`src/rtl/spi_master_seq.sv`:
```
// spi_master_seq: frames one M-bit exchange with a SCLK/LOAD/MOSI/MISO shift-register slave.
// Optional: define SPI_SEQ_LOOPBACK_EN to sample the registered MOSI instead of MISO.
module spi_master_seq #(
    parameter int M   = 9,
    parameter int DIV = 4
) (
    input  logic         clk,
    input  logic         clr_n,
    input  logic         start,
    input  logic         abort,
    input  logic [M-1:0] tx_data,
    output logic         busy,
    output logic         done,
    output logic [M-1:0] rx_data,
    output logic         SCLK,
    output logic         LOAD,
    output logic         MOSI,
    input  logic         MISO
);

    localparam int DW = (DIV > 1) ? $clog2(DIV) : 1;
    localparam int BW = (M > 1) ? $clog2(M) : 1;
    localparam logic [DW-1:0] DIV_LAST = DW'(DIV - 1);
    localparam logic [BW-1:0] BIT_TOP  = BW'(M - 1);

    typedef enum logic [2:0] {
        IDLE, LD_HI, LD_GAP, SH_LO, SH_HI, LATCH, DONE
    } state_t;

    state_t        state, state_nxt;
    logic [DW-1:0] div_cnt, div_nxt;
    logic [BW-1:0] bit_cnt, bit_nxt;
    logic [M-1:0]  tx_sr, rx_sr;
    logic          div_end;
    logic          accept;
    logic          sample;
    logic          sample_src;
    logic          sclk_nxt, load_nxt, mosi_nxt;

`ifdef SPI_SEQ_LOOPBACK_EN
    assign sample_src = MOSI;
`else
    assign sample_src = MISO;
`endif

    assign div_end = (div_cnt == DIV_LAST);
    assign accept  = (state == IDLE) && start && !abort;
    // MISO is taken on the edge that moves SH_LO into SH_HI (SCLK rising)
    assign sample  = (state == SH_LO) && div_end && !abort;

    // next-state, counters and next pin levels; abort overrides everything
    always_comb begin
        state_nxt = state;
        div_nxt   = '0;
        bit_nxt   = bit_cnt;
        mosi_nxt  = MOSI;
        if (state != IDLE && abort) begin
            state_nxt = IDLE;
            bit_nxt   = BIT_TOP;
            mosi_nxt  = 1'b0;
        end else begin
            if (state != IDLE && state != DONE) begin
                div_nxt = div_end ? '0 : div_cnt + 1'b1;
            end
            unique case (state)
                IDLE: begin
                    if (accept) begin
                        state_nxt = LD_HI;
                        bit_nxt   = BIT_TOP;
                    end
                end
                LD_HI: begin
                    if (div_end) state_nxt = LD_GAP;
                end
                LD_GAP: begin
                    if (div_end) begin
                        state_nxt = SH_LO;
                        mosi_nxt  = tx_sr[bit_cnt];
                    end
                end
                SH_LO: begin
                    if (div_end) state_nxt = SH_HI;
                end
                SH_HI: begin
                    if (div_end) begin
                        if (bit_cnt == '0) begin
                            state_nxt = LATCH;
                        end else begin
                            bit_nxt   = bit_cnt - 1'b1;
                            state_nxt = SH_LO;
                            mosi_nxt  = tx_sr[bit_nxt];
                        end
                    end
                end
                LATCH: begin
                    if (div_end) state_nxt = DONE;
                end
                DONE: begin
                    state_nxt = IDLE;
                end
                default: begin
                    state_nxt = IDLE;
                end
            endcase
        end
        sclk_nxt = (state_nxt == SH_HI);
        load_nxt = (state_nxt == LD_HI) || (state_nxt == LATCH);
    end

    // state register
    always_ff @(posedge clk or negedge clr_n) begin
        if (!clr_n) state <= IDLE;
        else        state <= state_nxt;
    end

    // divider, bit counter and shift registers
    always_ff @(posedge clk or negedge clr_n) begin
        if (!clr_n) begin
            div_cnt <= '0;
            bit_cnt <= BIT_TOP;
            tx_sr   <= '0;
            rx_sr   <= '0;
        end else begin
            div_cnt <= div_nxt;
            bit_cnt <= bit_nxt;
            if (accept) tx_sr <= tx_data;
            if (sample) rx_sr <= {rx_sr[M-2:0], sample_src};
        end
    end

    // registered pins, aligned with the state they belong to
    always_ff @(posedge clk or negedge clr_n) begin
        if (!clr_n) begin
            SCLK <= 1'b0;
            LOAD <= 1'b0;
            MOSI <= 1'b0;
        end else begin
            SCLK <= sclk_nxt;
            LOAD <= load_nxt;
            MOSI <= mosi_nxt;
        end
    end

    // status lags the state by one clk; abort clears it on the same edge
    always_ff @(posedge clk or negedge clr_n) begin
        if (!clr_n) begin
            busy    <= 1'b0;
            done    <= 1'b0;
            rx_data <= '0;
        end else begin
            busy <= (state != IDLE) && !abort;
            done <= (state == DONE) && !abort;
            if (state == DONE && !abort) rx_data <= rx_sr;
        end
    end

endmodule

```
`config.mk`:
```
export PLATFORM = sky130hd
export DESIGN_NAME = spi_master_seq
export DESIGN_NICKNAME = d
export VERILOG_FILES = /design/src/rtl/spi_master_seq.sv
export SDC_FILE = /design/constraint.sdc
export NUM_CORES = 1
export LEC_CHECK = 0
export CORE_MARGIN = 4
export CORE_UTILIZATION = 40
export CTS_BUF_LIST = sky130_fd_sc_hd__clkbuf_8
export DETAILED_ROUTE_END_ITERATION = 12
export GPL_ROUTABILITY_DRIVEN = 0
export PLACE_DENSITY_LB_ADDON = 0.3
export SYNTH_ARGS = -nofsm -noshare
export SYNTH_HDL_FRONTEND = slang
export SYNTH_SLANG_ARGS = --single-unit
```
`constraint.sdc`:
```
create_clock -name clk -period 3.98 [get_ports clk]
set_input_delay 1.194 -clock clk [delete_from_list [all_inputs] [get_ports clk]]
set_output_delay 1.194 -clock clk [all_outputs]
set_load 0.05 [all_outputs]
```
---- Yosys cells after proc, flatten, opt, wreduce, memory -nomap -nowiden ----
Cells that the tools add are included.
word-level totals
  bits in registers ....................... 41
  input bits .............................. 14
operators by class
  $add $sub $neg .......................... 2
  order comparisons ....................... 2
  eq/ne operators ......................... 15
  muxes and demuxes ....................... 26
  reductions and logical operators ........ 17
operators by type and width
  kind                   count
  $mux W3                8
  $pmux W3 S6            1
  $mux W4                4
  $eq A3 B3 Y1 const B   5
  $ne A3 B3 Y1 const B   4
  $lt A4 B5 Y1 const B   2
  $reduce_bool A3 Y1     3
  $bmux W1 S4            2
  $logic_and A1 B1 Y1    8
  $pmux W4 S2            1
  $reduce_and A4 Y1      2
  $eq A3 B1 Y1 const B   2
  $eq A3 B2 Y1 const B   2
  $mux W1                6
  $mux W2                3
  $logic_not A4 Y1       1
  $sub A4 B1 Y4 const B  1
  $logic_not A3 Y1       1
  $ne A3 B2 Y1 const B   1
  $add A2 B1 Y2 const B  1
  $eq A2 B2 Y1 const B   1
  $pmux W1 S2            1
  $logic_not A1 Y1       1
  $logic_or A1 B1 Y1     1

---- Depth between registers and ports, before layout ----
Gate-level depths: netlist (run 1).
  word-level depth ........................ 8
  gate-level depth with buffers ........... 8
  depth with buffers taken out ............ 7

---- Least setup slack after synthesis (run 1) ----
OpenSTA, ideal clock, no wires.
  kind .................................... input port to flip-flop
  start point ............................. in abort
  end point ............................... reg bit_cnt[2]
  setup time .............................. 0.118 ns
  arrival time ............................ 2.065 ns
  data required time ...................... 3.862 ns
  setup slack ............................. 1.797 ns
  stages .................................. 5
  cells stage by stage .................... buf_2 -> a21oi_1 -> o31ai_1 -> o21ai_0 -> a21o_1
on the way
  cells in the longest elaborated chain, start to end .. 4
  elaborated cells on any way between the ends .. 9
  those cells by class .................... 3 x eq/ne; 1 x mux; 5 x reduce/logical
ends and longest elaborated chain
  item                                line  text
  start: declaration                  10    input logic abort,
  $logic_not A1 Y1                    47    assign accept = (state == IDLE) && start && !abort;
  $logic_and A1 B1 Y1                 47
  $ne A3 B2 Y1 (no source line)       -
  $reduce_and A4 Y1 (no source line)  -
  end signal: assignment              125   bit_cnt <= bit_nxt;
  end: declaration                    32    logic [BW-1:0] bit_cnt, bit_nxt;
Parallel ways exist; a longest one is shown, timed or not.
A chain may end at the register's enable or synchronous reset.

---- Worst setup path in the final report (run 1) ----
  start point ............................. in abort
  end point ............................... reg rx_data[5]
on the way
  cells in the longest elaborated chain, start to end .. 2
ends and longest elaborated chain
  item                    line  text
  $logic_not A1 Y1        153   if (state == DONE && !abort) rx_data <= rx_sr;
  $logic_and A1 B1 Y1     153
  end signal: assignment  153
  end: declaration        14    output logic [M-1:0] rx_data,
No other way between the ends.

==> run_results.csv, run 1 <==
group,metric,value,unit
sta,finalSetupViolations,0,
finish,fillCellCount,410,
routing,wl,3680,um
logic_synthesis,yosysWarnings,0,
cts,cts_buffers,5,
logic_synthesis,synth_ff_type,"dfrtp_1",
sta,finalHoldViolCount,0,
finish,final_common_cell,"dfrtp_1",
cts,cts_setup_buffers,0,
logic_synthesis,synth_edf_count,0,
worst_setup_path,cp-startpoint,"abort",
floorplanning,dieHeight,77.92,um
flow_run,max_cap_violations,0,
power,power_frac_seq,52.0,%
worst_setup_path,startpoint_type,"input port",
logic_synthesis,postSynth.asyncResetShare,100.0,%
routing,viasPerCell,5.291,
sta,fin_skew,0.005380,ns
global_route,antenna_found_initial,0,
cts,cts_max_path_buffers,2,
global_route,grt_pass1_vias,1284,
floorplanning,pin_count,28,
worst_setup_path,worstReg2RegStart,"bit_cnt[0]",
worst_setup_path,critPathKind,"in -> reg",
floorplanning,placementRows,25,
cts,root_buffer,"clkbuf_8",
power,power.internal,683.6,uW
cts,cts_tree,"yes",
routing,dr.pass1.iters,4,
routing,drc,0,
logic_synthesis,yosysUniqueCellTypes,44,
placed_design,place_hpwl,2602,um
floorplanning,start_util,41.40,%
power,power.switching,213.5,uW
sta,slew_headroom,41.41,%
global_route,grt_max_degree,42,
finish,area_delta_synth_final,20.47,%
placed_design,portBuffers,27,
cts,clock-sinks,41,
cts,cts-htree-levels,2,
sta,final-max-slew-violation-count,0,
worst_setup_path,end_kind,"flop",
placed_design,dpl.cell_count,246,
logic_synthesis,ys_seq_area_share,52.53,%
logic_synthesis,synthesis.nets,178,
power,vdd_ir_drop_max,0.1588,mV
worst_setup_path,cp_max_fo,12,
logic_synthesis,synthesis.area,1956,um2
power,p_clk_share,37.5,%
sta,worstMarginPinSlew,0.8788,ns
cts,postCtsResizedCells,0,
floorplanning,chipWidth,77.92,um
worst_setup_path,critPathRequiredTime,4.16,ns
routing,wl_per_cell,14.49,um
routing,num_vias,1344,
finish,num_antenna_cells,0,
routing,drtIter0Drc,126,
logic_synthesis,synthCells,162,
sta,rsz0062_at_grt,"false",
power,power.density,380.8,nW/um2
power,power_frac_comb,10.5,%
cts,insertion_delay,0.29,ns
floorplanning,fp.coreArea,4723,um2
finish,layout-drive-gt1-share,23.53,%
cts,cts_hold_buffers,0,
logic_synthesis,synth.avg_cell_area,12.07,um2
global_route,grt_pass1_wl,6141,um
finish,most-common-layout-cells,"dfrtp_1 (40), mux2_2 (28), clkdlybuf4s50_1 (26), nor2_1 (9)",
sta,fmax,366.4,MHz
power,p_leak,0.001050,uW
sta,fin_tns_setup,0,ns
cts,path_clk_slew,0.08,ns
status,outcome,"finished clean",
global_route,overflow,0,
finish,fin_nets,202,
finish,instances_no_fill,254,
routing,antenna_left,0,
floorplanning,die-area,6072,um2
logic_synthesis,ys_seq_elements,41,
hold_path,hold_path.class,"reg -> reg",
worst_setup_path,arrival,2.91,ns
sta,period_share,68.57,%
power,switching_share,23.80,%
sta,fin_crit,2.729,ns
global_route,grt_usage,12.84,%
hold_path,hold_start,"div_cnt[0]",
==> cells by family after synthesis <==
| group | share of synthesized area, % |
|---|---|
| AOI/OAI and AO/OA | 10.11 |
| buffers and inverters | 4.798 |
| and+or+nand+nor | 10.88 |
| xor gates and xnor gates | 0.4479 |
| adders and majority gates | 1.279 |
| DFF | 52.53 |
| muxes | 19.96 |
==> worst max-delay path: stages <==
cell and delay (ns):
clkdlybuf4s50_1 0.62, nor2_1 0.25, and3_1 0.46, mux2_2 0.39
==> path summary, 6_finish.rpt <==
kind	end	slack, ns	cells after the start
worst max-delay path	rx_data[5]	1.25	4
worst min register to register	div_cnt[0]	0.45	1
worst min-delay path	div_cnt[0]	0.45	1
max in group asynchronous	tx_sr[3]	2.42	1
min in group asynchronous	div_cnt[0]	1.01	1
worst max register to register	bit_cnt[2]	1.70	7
==> stage by stage <==
stage | instance area (um2) | utilization, % | hold slack (ns) | total power, uW | worst slack, ns
3_3_place_gp | 2241 | 47.44 | 0.4279 | 565.4 | 0.9701
3_5_place_dp | 2241 | 47.44 | 0.4441 | 568.5 | 0.8962
2_1_floorplan | 1956 | - | 0.4160 | 531.7 | 1.797
5_1_grt | 2356 | 49.88 | 0.4702 | 939.5 | 1.088
6_report | 2356 | 49.88 | 0.4487 | 897.1 | 1.251
4_1_cts | 2356 | 49.88 | 0.4559 | 913.0 | 1.227
==> registers in the layout (all words and copies together), names as in the netlist <==
| name | flops |
|---|---|
| bit_cnt | 4 |
| rx_data | 9 |
| state | 3 |
| tx_sr | 9 |
| rx_sr | 9 |
| MOSI | 1 |
| busy | 1 |
| done | 1 |
| div_cnt | 2 |
| LOAD | 1 |
| SCLK | 1 |
==> power groups by stage <==
stage / Clock [uW] / Sequential (uW) / Combinational (uW)
2_1_floorplan: 0 / 466 / 65.8
3_3_place_gp: 0 / 472 / 93.2
3_5_place_dp: 0 / 473 / 95.2
4_1_cts: 351 / 466 / 95.5
5_1_grt: 365 / 469 / 105
6_report: 337 / 466 / 94.0
==> cells in the mapped netlist, drive strengths merged, types with 2 or more instances <==
master,count,area (um2)
o21ai,6,30.03
mux2,28,315.3
buf,10,67.56
a21oi,6,30.03
o31ai,2,15.01
a21o,2,15.01
nor2b,2,12.51
nor2,10,40.04
and3,2,12.51
dfrtp,40,1001
nand2,6,22.52
inv,6,22.52
or3b,2,20.02
nor3b,2,15.01
nand3,4,20.02
mux4,2,45.04
ha,2,25.02
mux2i,3,30.03
a31oi,2,12.51
nor3,5,25.02
==> layer usage <==
| metal | vias to the layer above | track usage, % | part of all wire (%) |
|---|---|---|---|
| met5 | - | 0 | 0 |
| met4 | 0 | 5.769 | 1.9 |
| met3 | 5 | 3.596 | 4.6 |
| met2 | 32 | 19.61 | 47 |
| met1 | 667 | 16.94 | 46 |
| li1 | 640 | - | - |
==> area by class of cell <==
type	count	area (um2)	area share, %
sequential	41	1027	43.60
timing repair buffer	28	272.8	11.58
inverter	6	22.52	0.9559
multi-input combinational	104	834.6	35.42
tap	67	83.83	3.558
clock inverter	3	46.29	1.965
clock buffer	5	68.82	2.921
(Power assumes the default switching activity.)
==> run 2: changes to the inputs <==
==> constraint.sdc (replaced) <==
create_clock -name clk -period 2.5 [get_ports clk]
set_input_delay 0.75 -clock clk [delete_from_list [all_inputs] [get_ports clk]]
set_output_delay 0.75 -clock clk [all_outputs]
set_load 0.05 [all_outputs]
==> run 2 against run 1 <==
Against the previous run:
- combinational power up 69%
- register-to-register slack lost 1.3 ns
- core utilization fell by 0.13 points
- via count shrank 0.82%
- sequential power rose by 59%
- worst setup slack got worse by 0.96 ns
- first-iteration DRC count increased by 26%
- routed wire length is 3.6% higher
- critical endpoint is now rx_data[1]
==> run_results.csv, run 2 (synthesis results as in run 1) <==
group,metric,value,unit
hold_path,hold_path.class,"reg -> reg",
worst_setup_path,crit_path_top_delay_cell,"clkdlybuf4s50_1",
sta,final-max-slew-violation-count,0,
worst_setup_path,startpoint_type,"flop",
global_route,overflow,0,
finish,regArea,1027,um2
routing,wl_per_cell,14.89,um
floorplanning,placementRows,25,
worst_setup_path,end_kind,"output pin",
hold_path,holdPathEnd,"div_cnt[0]",
cts,path_clk_slew,0.08,ns
worst_setup_path,crit_chain,"clkdlybuf4s50_1",
sta,hold_ws,0.4650,ns
cts,cts_setup_buffers,0,
hold_path,hold_start,"div_cnt[0]",
worst_setup_path,cp_top_family,"buffers and inverters",
finish,fin_nets,206,
sta,finalHoldViolCount,0,
finish,area_delta_synth_final,20.15,%
sta,worstMarginPinSlew,0.4883,ns
worst_setup_path,cpPeakStageDelay,0.82,ns
hold_path,hold_depth,1,
worst_setup_path,arrival,1.46,ns
cts,root_buffer,"clkbuf_8",
cts,cts_hold_buffers,0,
global_route,grt_usage,13.83,%
worst_setup_path,cp_max_fo,2,
cts,cts_buffers,5,
finish,fillCellCount,430,
sta,fin_skew,0.01114,ns
sta,fmax,452.4,MHz
global_route,antenna_found_initial,0,
cts,postCtsResizedCells,0,
routing,dr.pass1.iters,4,
finish,final_common_cell,"dfrtp_1",
finish,layout-drive-gt1-share,24.87,%
worst_setup_path,worstReg2RegStart,"bit_cnt[0]",
worst_setup_path,r2r_end,"bit_cnt[2]",
cts,cts-htree-levels,2,
sta,fin_crit,2.211,ns
finish,reg_top3,"rx_data (9), rx_sr (9), tx_sr (9)",
routing,num_vias,1333,
routing,drc,0,
sta,period_share,88.42,%
flow_run,max_cap_violations,0,
global_route,grt_max_degree,42,
finish,multi_input_area,839.6,um2
power,p_leak,0.001057,uW
floorplanning,pin_count,28,
cts,cts_tree,"yes",
sta,finalSetupViolations,0,
placed_design,place_ws,0.01586,ns
sta,fin_tns_setup,0,ns
floorplanning,die-area,6072,um2
floorplanning,start_util,41.40,%
cts,clock-sinks,41,
global_route,grt_pass1_vias,1391,
routing,wl,3813,um
floorplanning,fp.coreArea,4723,um2
worst_setup_path,r2r_cells,7,
floorplanning,dieHeight,77.92,um
placed_design,portBuffers,27,
sta,rsz0062_at_grt,"false",
sta,slew_headroom,66.60,%
worst_setup_path,path_buf_inv,1,
power,vdd_ir_drop_max,0.2762,mV
routing,drtIter0Drc,159,
finish,num_antenna_cells,0,
floorplanning,chipWidth,77.92,um
status,outcome,"finished clean",
routing,viasPerCell,5.207,
sta,fin_ws,0.2895,ns
worst_setup_path,critPathRequiredTime,1.75,ns
worst_setup_path,critPathKind,"reg -> out",
global_route,grt_pass1_wl,6672,um
routing,antenna_left,0,
cts,insertion_delay,0.28,ns
cts,cts_max_path_buffers,2,
finish,most-common-layout-cells,"dfrtp_1 (40), mux2_2 (28), clkdlybuf4s50_1 (26), nor2_1 (9)",
worst_setup_path,reg2reg_slack,0.38,ns
placed_design,place_hpwl,2732,um
power,power.density,548.9,nW/um2
==> run 2: worst max path at each step <==
stage                     startpoint          to  slack, ns  cells after the start
after detailed placement       abort  bit_cnt[3]       0.02                      6
after CTS                 bit_cnt[0]  bit_cnt[2]       0.26                      7
after global routing           abort  bit_cnt[3]       0.11                      6
after global placement         abort  bit_cnt[2]       0.09                      6
final                     rx_data[1]  rx_data[1]       0.29                      1
after floorplan           bit_cnt[1]  bit_cnt[2]       0.58                      8
==> run 2: power by group <==
| group | leakage, uW | internal (uW) | switching [uW] |
|---|---|---|---|
| sequential | 0.000544 | 705 | 37.7 |
| clock | 0.0000399 | 184 | 205 |
| combinational | 0.000473 | 89.3 | 69.3 |
| total | 0.00106 | 978 | 312 |
==> run 2: area by class of cell <==
class                      count  area share (%)
multi-input combinational    104           35.73
clock buffer                   5           2.929
clock inverter                 1          0.2130
timing repair buffer          32           12.89
inverter                       6          0.9585
tap                           67           3.568
sequential                    41           43.72
==> run 2: metrics by stage <==
step | cell area, um2 | power, uW | instances | util (%)
floorplan | 1956 | 846.5 | 162 | -
global placement | 2271 | 905.8 | 250 | 48.08
detailed placement | 2271 | 912.6 | 250 | 48.08
CTS | 2345 | 1308 | 256 | 49.64
global route | 2350 | 1349 | 256 | 49.75
finish | 2350 | 1290 | 256 | 49.75
==> run 2: routing by layer <==
| layer | up-vias | track usage (%) | part of all wire [%] |
|---|---|---|---|
| li1 | 645 | - | - |
| met5 | - | 0 | 0 |
| met2 | 33 | 22.43 | 49 |
| met1 | 651 | 17.63 | 45 |
| met3 | 4 | 4.060 | 4.8 |
| met4 | 0 | 4.720 | 1.2 |
==> run 3: changes to the inputs <==
--- a/config.mk
+++ b/config.mk
@@ -6,7 +6,7 @@
 export NUM_CORES = 1
 export LEC_CHECK = 0
 export CORE_MARGIN = 4
-export CORE_UTILIZATION = 40
+export CORE_UTILIZATION = 50
 export CTS_BUF_LIST = sky130_fd_sc_hd__clkbuf_8
 export DETAILED_ROUTE_END_ITERATION = 12
 export GPL_ROUTABILITY_DRIVEN = 0
==> run 3 against run 2 <==
Against the previous run:
- first-iteration DRC count is 30% lower
- sequential power hardly changed
- worst setup slack worse by 0.0020 ns
- flip-flop and latch count did not move
- critical path depth unchanged
- final area up 0.27%
- global-route usage grew 2.2 points
- largest cell class unchanged
==> run_results.csv, run 3 (synthesis results as in run 1) <==
group,metric,value,unit
sta,fin_tns_setup,0,ns
cts,clock-sinks,41,
finish,layout-drive-gt1-share,25.91,%
power,power.density,572.3,nW/um2
finish,most-common-layout-cells,"dfrtp_1 (40), mux2_2 (28), clkdlybuf4s50_1 (26), nor2_1 (9), buf_4 (7)",
worst_setup_path,cp_max_fo,2,
cts,cts_buffers,5,
power,power.switching,350.7,uW
routing,num_vias,1372,
worst_setup_path,path_buf_inv,1,
finish,final_area,2356,um2
worst_setup_path,crit_path_top_delay_cell,"clkdlybuf4s50_1",
floorplanning,fp.coreArea,3716,um2
power,switching_share,26.01,%
routing,drtIter0Drc,112,
floorplanning,placementRows,22,
cts,path_clk_slew,0.08,ns
cts,insertion_delay,0.30,ns
finish,final_common_cell,"dfrtp_1",
power,power_frac_comb,11.8,%
sta,fin_ws,0.2875,ns
sta,slew_headroom,66.51,%
floorplanning,dieHeight,70.54,um
worst_setup_path,worstReg2RegStart,"bit_cnt[1]",
status,outcome,"finished clean",
routing,antenna_left,0,
sta,fin_crit,2.212,ns
hold_path,hold_path.class,"in -> async",
worst_setup_path,arrival,1.46,ns
sta,finalHoldViolCount,0,
placed_design,portBuffers,27,
worst_setup_path,cp-startpoint,"rx_data[7]",
cts,cts-htree-levels,2,
finish,area_delta_synth_final,20.47,%
worst_setup_path,cp_top_family,"buffers and inverters",
routing,dr.pass1.iters,4,
placed_design,place_ws,0.1181,ns
finish,reg_top3,"rx_data (9), rx_sr (9), tx_sr (9)",
worst_setup_path,cpPeakStageDelay,0.81,ns
floorplanning,pin_count,28,
worst_setup_path,startpoint_type,"flop",
routing,wl,3557,um
cts,cts_tree,"yes",
global_route,overflow,0,
power,vdd_ir_drop_max,0.4048,mV
floorplanning,die-area,4976,um2
cts,postCtsResizedCells,0,
power,power.internal,997.6,uW
finish,num_antenna_cells,0,
flow_run,max_cap_violations,0,
worst_setup_path,crit_chain,"clkdlybuf4s50_1",
sta,fmax,452.0,MHz
routing,drc,0,
sta,final-max-slew-violation-count,0,
finish,fin_nets,208,
cts,cts_max_path_buffers,2,
global_route,grt_pass1_wl,6272,um
sta,finalSetupViolations,0,
routing,viasPerCell,5.693,
sta,rsz0062_at_grt,"false",
routing,wl_per_cell,14.76,um
floorplanning,start_util,52.63,%
power,p_leak,0.001071,uW
sta,worstMarginPinSlew,0.5007,ns
placed_design,place_hpwl,2674,um
cts,cts_hold_buffers,0,
global_route,grt_max_degree,17,
power,power_frac_seq,55.0,%
sta,fin_skew,0.003568,ns
worst_setup_path,critPathRequiredTime,1.75,ns
finish,fillCellCount,305,
global_route,grt_pass1_vias,1351,
power,p_clk_share,33.2,%
worst_setup_path,critPathKind,"reg -> out",
finish,multi_input_area,834.6,um2
global_route,grt_usage,16.05,%
finish,regArea,1027,um2
placed_design,dpl-instance-area,2262,um2
worst_setup_path,end_kind,"output pin",
cts,root_buffer,"clkbuf_8",
global_route,antenna_found_initial,0,
cts,cts_setup_buffers,0,
sta,period_share,88.50,%
floorplanning,chipWidth,70.54,um
## run 3: cell type report
cell class	instances	share of cell area [%]
flip-flops and latches	41	43.60
multi-input cells	104	35.42
repair buffers	34	13.49
clock buffers	5	2.921
well taps	48	2.549
clock inverters	3	1.062
inverters	6	0.9559
## run 3: stage by stage
stage | total power, uW | std cells | util [%] | hold WS, ns
finish | 1348 | 241 | 63.40 | 0.3225
floorplan | 846.5 | 162 | - | 0.4160
detailed placement | 914.5 | 233 | 60.88 | 0.4544
global route | 1417 | 241 | 63.40 | 0.3273
CTS | 1362 | 241 | 63.40 | 0.3232
global placement | 904.1 | 233 | 60.88 | 0.4308
## run 3: power by group through the flow
stage	sequential [uW]	clock, uW	combinational, uW
2_1_floorplan	742	0	105
3_3_place_gp	751	0	153
3_5_place_dp	755	0	160
4_1_cts	741	460	161
5_1_grt	747	496	174
6_report	741	448	159
## run 3: path summary, 6_finish.rpt
| check | endpoint | slack [ns] | depth (start not counted) |
|---|---|---|---|
| worst max-delay path | rx_data[7] | 0.29 | 1 |
| worst min-delay path | rx_data[7] | 0.32 | 1 |
| worst max register to register | bit_cnt[2] | 0.48 | 7 |
| worst min register to register | div_cnt[0] | 0.46 | 1 |
| max in group asynchronous | bit_cnt[3] | 1.60 | 2 |
| min in group clk | div_cnt[0] | 0.46 | 1 |
## run 3: layer usage
layer	vias up	global-route usage (%)	part of all wire (%)
met4	0	7.724	2.1
met3	7	4.830	5.0
met5	-	0	0
li1	660	-	-
met2	32	25.88	49
met1	673	19.81	44
